**src/rtl/circuit1_sweep_ctrl.sv**
```systemverilog
// rtl/circuit1_sweep_ctrl.sv - exhaustive 16-vector sweep sequencer for circuit1
//
// Purpose:
//   On an accepted start, drives every {A,B,C,D} combination into circuit1 in
//   ascending order. Each vector is held for SETTLE_CYCLES cycles and then
//   sampled for one cycle. The sampled X values form a 16-entry truth table,
//   which is compared against an expected mask captured at start.
//
// Parameters:
//   SETTLE_CYCLES  hold cycles per vector before sampling (0 behaves as 1)
//
// Ports:
//   clk           in   system clock, rising edge
//   rst           in   synchronous active-high reset
//   start         in   begin a sweep (accepted only when idle)
//   expected[15:0] in  expected X per vector, captured on accepted start
//   x_in          in   X output of circuit1
//   a_out..d_out  out  vector bits 3..0 to circuit1
//   busy          out  sweep in progress
//   done          out  one-cycle completion pulse
//   truth_table   out  sampled X, bit i = vector i
//   mismatch_cnt  out  count of bits differing from expected (0..16)
//   pass          out  no mismatches in the last completed sweep

module circuit1_sweep_ctrl #(
    parameter int SETTLE_CYCLES = 2
) (
    input  logic        clk,
    input  logic        rst,
    input  logic        start,
    input  logic [15:0] expected,
    input  logic        x_in,
    output logic        a_out,
    output logic        b_out,
    output logic        c_out,
    output logic        d_out,
    output logic        busy,
    output logic        done,
    output logic [15:0] truth_table,
    output logic [4:0]  mismatch_cnt,
    output logic        pass
);

    localparam int S_EFF = (SETTLE_CYCLES < 1) ? 1 : SETTLE_CYCLES;
    localparam int CW    = (S_EFF > 1) ? $clog2(S_EFF) : 1;
    localparam logic [CW-1:0] CNT_LAST = CW'(S_EFF - 1);

    typedef enum logic [1:0] {
        ST_IDLE   = 2'd0,
        ST_SETTLE = 2'd1,
        ST_SAMPLE = 2'd2,
        ST_DONE   = 2'd3
    } state_t;

    state_t          state_q, state_d;
    logic [3:0]      idx_q, idx_d;
    logic [CW-1:0]   cnt_q, cnt_d;
    logic [15:0]     exp_q, exp_d;
    logic [15:0]     tt_q, tt_d;
    logic [4:0]      mm_q, mm_d;
    logic [3:0]      vec_q, vec_d;
    logic            busy_q, busy_d;
    logic            done_q, done_d;
    logic            pass_q, pass_d;
    logic            bit_miss;

    // State and datapath registers
    always_ff @(posedge clk) begin
        if (rst) begin
            state_q <= ST_IDLE;
            idx_q   <= 4'd0;
            cnt_q   <= '0;
            exp_q   <= 16'd0;
            tt_q    <= 16'd0;
            mm_q    <= 5'd0;
            vec_q   <= 4'd0;
            busy_q  <= 1'b0;
            done_q  <= 1'b0;
            pass_q  <= 1'b0;
        end else begin
            state_q <= state_d;
            idx_q   <= idx_d;
            cnt_q   <= cnt_d;
            exp_q   <= exp_d;
            tt_q    <= tt_d;
            mm_q    <= mm_d;
            vec_q   <= vec_d;
            busy_q  <= busy_d;
            done_q  <= done_d;
            pass_q  <= pass_d;
        end
    end

    // Next-state logic
    always_comb begin
        state_d = state_q;
        case (state_q)
            ST_IDLE:   if (start) state_d = ST_SETTLE;
            ST_SETTLE: if (cnt_q == CNT_LAST) state_d = ST_SAMPLE;
            ST_SAMPLE: state_d = (idx_q == 4'd15) ? ST_DONE : ST_SETTLE;
            ST_DONE:   state_d = ST_IDLE;
            default:   state_d = ST_IDLE;
        endcase
    end

    assign bit_miss = (x_in != exp_q[idx_q]);

    // Output and datapath next values
    always_comb begin
        idx_d  = idx_q;
        cnt_d  = cnt_q;
        exp_d  = exp_q;
        tt_d   = tt_q;
        mm_d   = mm_q;
        pass_d = pass_q;
        case (state_q)
            ST_IDLE: begin
                if (start) begin
                    exp_d = expected;
                    tt_d  = 16'd0;
                    mm_d  = 5'd0;
                    idx_d = 4'd0;
                    cnt_d = '0;
                end
            end
            ST_SETTLE: begin
                if (cnt_q != CNT_LAST) cnt_d = cnt_q + 1'b1;
            end
            ST_SAMPLE: begin
                tt_d[idx_q] = x_in;
                mm_d        = mm_q + {4'd0, bit_miss};
                if (idx_q == 4'd15) begin
                    // pass must be valid in the same cycle as done, so it
                    // is taken from the count including the final sample
                    pass_d = (mm_d == 5'd0);
                end else begin
                    idx_d = idx_q + 4'd1;
                    cnt_d = '0;
                end
            end
            default: ;
        endcase

        // Registered outputs are derived from the upcoming state so they
        // line up with the state they describe.
        vec_d  = (state_d == ST_SETTLE || state_d == ST_SAMPLE) ? idx_d : 4'd0;
        busy_d = (state_d != ST_IDLE);
        done_d = (state_d == ST_DONE);
    end

    assign {a_out, b_out, c_out, d_out} = vec_q;
    assign busy         = busy_q;
    assign done         = done_q;
    assign truth_table  = tt_q;
    assign mismatch_cnt = mm_q;
    assign pass         = pass_q;

endmodule

```
**config.mk**
```make
export PLATFORM = sky130hd
export DESIGN_NAME = circuit1_sweep_ctrl
export DESIGN_NICKNAME = d
export VERILOG_FILES = /design/src/rtl/circuit1_sweep_ctrl.sv
export SDC_FILE = /design/constraint.sdc
export NUM_CORES = 1
export LEC_CHECK = 0
export ABC_CLOCK_PERIOD_IN_PS = 5750
export CAP_MARGIN = 20
export CORE_ASPECT_RATIO = 1.1
export CORE_MARGIN = 5
export CORE_UTILIZATION = 41
export CTS_CLUSTER_DIAMETER = 30
export DETAILED_ROUTE_END_ITERATION = 8
export PLACE_DENSITY = 0.66
export SLEW_MARGIN = 0
export SYNTH_ARGS = -nofsm -noshare
export SYNTH_HDL_FRONTEND = slang
export SYNTH_SLANG_ARGS = --single-unit
```
**constraint.sdc**
```tcl
create_clock -name clk -period 5.75 [get_ports clk]
set_input_delay 1.15 -clock clk [delete_from_list [all_inputs] [get_ports clk]]
set_output_delay 1.15 -clock clk [all_outputs]
set_load 0.02 [all_outputs]
```
==> metrics.md <==
| Metric | Value |
|---|---|
| P&R area growth vs syn | 27.9% |
| CTS tree | yes |
| Netlist cell types | 38 |
| Final clock skew | 0.00788 ns |
| # rows | 28 |
| Slew headroom | 0.365 |
| Ranking of synthesized cells by area | dfxtp_1 (45%), a21oi_1 (8.4%), nand2_1 (7.3%) |
| Max clock buf depth | 2 |
| Drt first pass iters | 4 |
| GRT overflow | 0 |
| Area fraction of the dominant cell type after synthesis | 0.449 |
| Die height | around 88 µm |
| Worst Tran Pin Value | ~0.95 ns |
| Data required, critical path | roughly 6 ns |
| Critical path peak fanout | 17 |
| Worst setup path class | in -> reg |
| Antenna diodes | 0 |
| Initial drt markers | ~170 |
| FILL cells | 552 |
| Worst path buffer plus inverter count | 1 |
| Clk pin slew, worst setup/hold paths | approximately 0.090 ns |
| Final hold violations | 0 |
| Final worst-path cycle share | 0.525 |
| Leading area contributor after synthesis | dfxtp_1 |
| Core area | 5400 µm² |
| Hold buffer count at CTS | 0 |
| Syn_nets | between 200 and 300 |
| Netlist Area Pre-Place | between 2000 and 2500 µm² |
| First-pass GRT wire length | 9.00 mm |
| Worst-path cell chain | clkdlybuf4s50_1 -> xnor2_1 -> ha_1 -> ha_1 -> nor3_1 -> o21ai_0 -> nor3_1 -> a31o_1 |
| Min Tclk post-route | 3.02 ns |
| Sequential fraction of the synthesis area | 0.449 |
| Port Buffer Count | 47 |
| Ys Warns | 0 |
| Global Route Usage Sum | 0.159 |
| # DRC | 0 |
| Nets@finish | 328 |
| Layout cells sized above 1 | 0.0631 |
| Number of H-tree levels | 2 |
| Io pins | between 40 and 50 |
| Nature of the critical path endpoint | flip-flop |
| Max incr delay on CP | 0.83 ns |
| DRT antenna net count | 0 |
| Max Cap Viol | 0 |
| Cts bufs inserted | 5 |
| Max-slew violation count | 0 |
| Fmax | 0.331 GHz |
| Routability Congestion | ~0.8 |
| Final core utilization | 0.540 |
| CP max stage cell | clkdlybuf4s50_1 |
| Worst setup SP type | input pin |
| Die W | ~80 µm |
| Outcome | completed |
| Hpwl dp | between 3 and 4 mm |
| Root Buffer | clkbuf_8 |
| Post-synthesis sequential element count | 51 |
| Max IR drop VDD | approximately 0.17 mV |
| Full die area | roughly 7100 µm² |
| RSZ-0062 raised after global routing | false |
| Via count | around 2k |
| Largest net degree at the start of global routing | 35 |
| Routed wire length | around 5.3 mm |
| Inst Count DP | 366 |
| Vias/cell | about 5.3 |
| CP arrival | roughly 3.3 ns |
| Finished Layout Cells | 376 |
| Initial antenna violation count | 0 |
| Worst skew pair latency | 0.30 ns |
| Setup TNS after final layout | 0 ns |
| Synth Instances | between 200 and 300 |
| Initial Utilization | 0.422 |
| WL/cell | ~14 µm |
| Worst min-delay path class | reg -> reg |
| CTS sink cnt | 51 |
| Mean area per synthesized cell | 8.72 µm² |
| Power Dens Cells | 228 nW/µm² |
| Vias in the first global route | ~1.9k |
| Final setup viols | 0 |
| Leakage | between 1 and 1.5 nW |
| Post-cts sizing count | 0 |
| # Post-CTS Setup Buffers | 0 |
| Crit path max-delay family | buffers and inverters |
final cells by class:
| type | count | area [µm²] | share of cell area |
|---|---|---|---|
| flip-flops and latches | 51 | 1020 | 0.351 |
| repair buffers | 51 | 524 | 0.180 |
| clock buffers | 7 | 96.3 | 0.0331 |
| multi-input cells | 187 | 1150 | 0.396 |
| clock inverters | 1 | 7.51 | 0.00258 |
| well taps | 75 | 93.8 | 0.0322 |
| inverters | 4 | 15.0 | 0.00516 |
worst reg2reg max path, delay by kind of cell, from the launching register on:
family          cells  cell delay (ns)
flops               1             0.57
fa+ha+maj           2             0.51
simple gates        2             0.35
compound gates      4             0.74
mux                 1             0.58
xor+xnor            1             0.11
cell families (layout without fill, tap and decap cells):
family,after synthesis,in the layout,synth area share
adder cells (fa/ha/maj),8,8,0.0440
XOR/XNOR,2,2,0.00770
flip-flops,51,51,0.449
AND/OR/NAND/NOR,105,105,0.224
AO/OA/AOI/OAI,67,67,0.183
multiplexers,5,5,0.0478
buffers and inverters,23,63,0.0445
routing by layer:
layer	track usage	vias up	routed length (µm)
li1	-	1012	-
met1	0.209	925	2470
met2	0.263	46	2570
met3	0.0329	2	229
met4	0.0430	0	29
met5	0	-	0
state kept, by name, summed over array words and instances (netlist names):
| name | count |
|---|---|
| busy | 1 |
| truth_table | 16 |
| pass | 1 |
| done | 1 |
| state_q | 2 |
| cnt_q | 1 |
| exp_q | 16 |
| idx_q | 4 |
| vec_q | 4 |
| mismatch_cnt | 5 |
final timing paths:
path,from,end,slack [ns],depth (start not counted)
min reg2reg,exp_q[15],exp_q[15],0.45,2
max reg2reg,idx_q[0],pass,2.85,10
max,x_in,pass,2.73,8
min,exp_q[15],exp_q[15],0.45,2
where the power goes:
group	total, mW	switching (mW)	internal [mW]
clock network	0.229	0.119	0.110
registers	0.369	0.00619	0.362
logic	0.0665	0.0345	0.0320
placed cells by master, fill, tap and decap left out, types with 2 or more instances in the layout:
cell and instances:
nor2_1 15, nand3_1 6, nor2b_1 4, nor3b_1 2
xnor2_1 2, a22oi_1 3, mux4_2 2, a21oi_1 38
clkdlybuf4s50_1 47, nand3b_1 3, and2_1 6, nand2_1 44
buf_4 2, nand4_1 14, nor3_1 5, o21ai_0 2
inv_1 3, mux4_1 2, o21ai_1 2, dfxtp_1 51
o311ai_1 3, ha_1 8, a211o_1 2, o211ai_1 10
clkbuf_8 7, nand2b_1 3
metrics by stage:
stage	instance area (µm²)	total power [mW]	hold slack, ns	setup WS (ns)
5_1_grt	2910	0.694	0.477	2.59
3_5_place_dp	2770	0.439	0.444	2.43
6_report	2910	0.664	0.454	2.73
4_1_cts	2870	0.666	0.457	2.74
2_1_floorplan	2280	0.414	0.432	2.92
3_3_place_gp	2770	0.438	0.440	2.48
cell usage after synthesis:
master and n:
a211o_1 2, a21oi_1 38, a221oi_2 1, a22o_1 1, a22oi_1 3, a31o_1 1
a32oi_1 1, and2_1 6, and2b_2 1, buf_2 6, buf_6 1, clkbuf_1 12
dfxtp_1 51, ha_1 8, inv_1 3, inv_2 1, mux2_2 1, mux4_1 2
mux4_2 2, nand2_1 44, nand2b_1 3, nand3_1 6, nand3b_1 3, nand4_1 14
nor2_1 15, nor2b_1 4, nor3_1 5, nor3b_1 2, nor3b_2 1, nor4_1 1
o211ai_1 10, o21a_1 1, o21ai_0 2, o21ai_1 2, o21bai_1 1, o311ai_0 1
o311ai_1 3, xnor2_1 2
(Power assumes the default switching activity.)
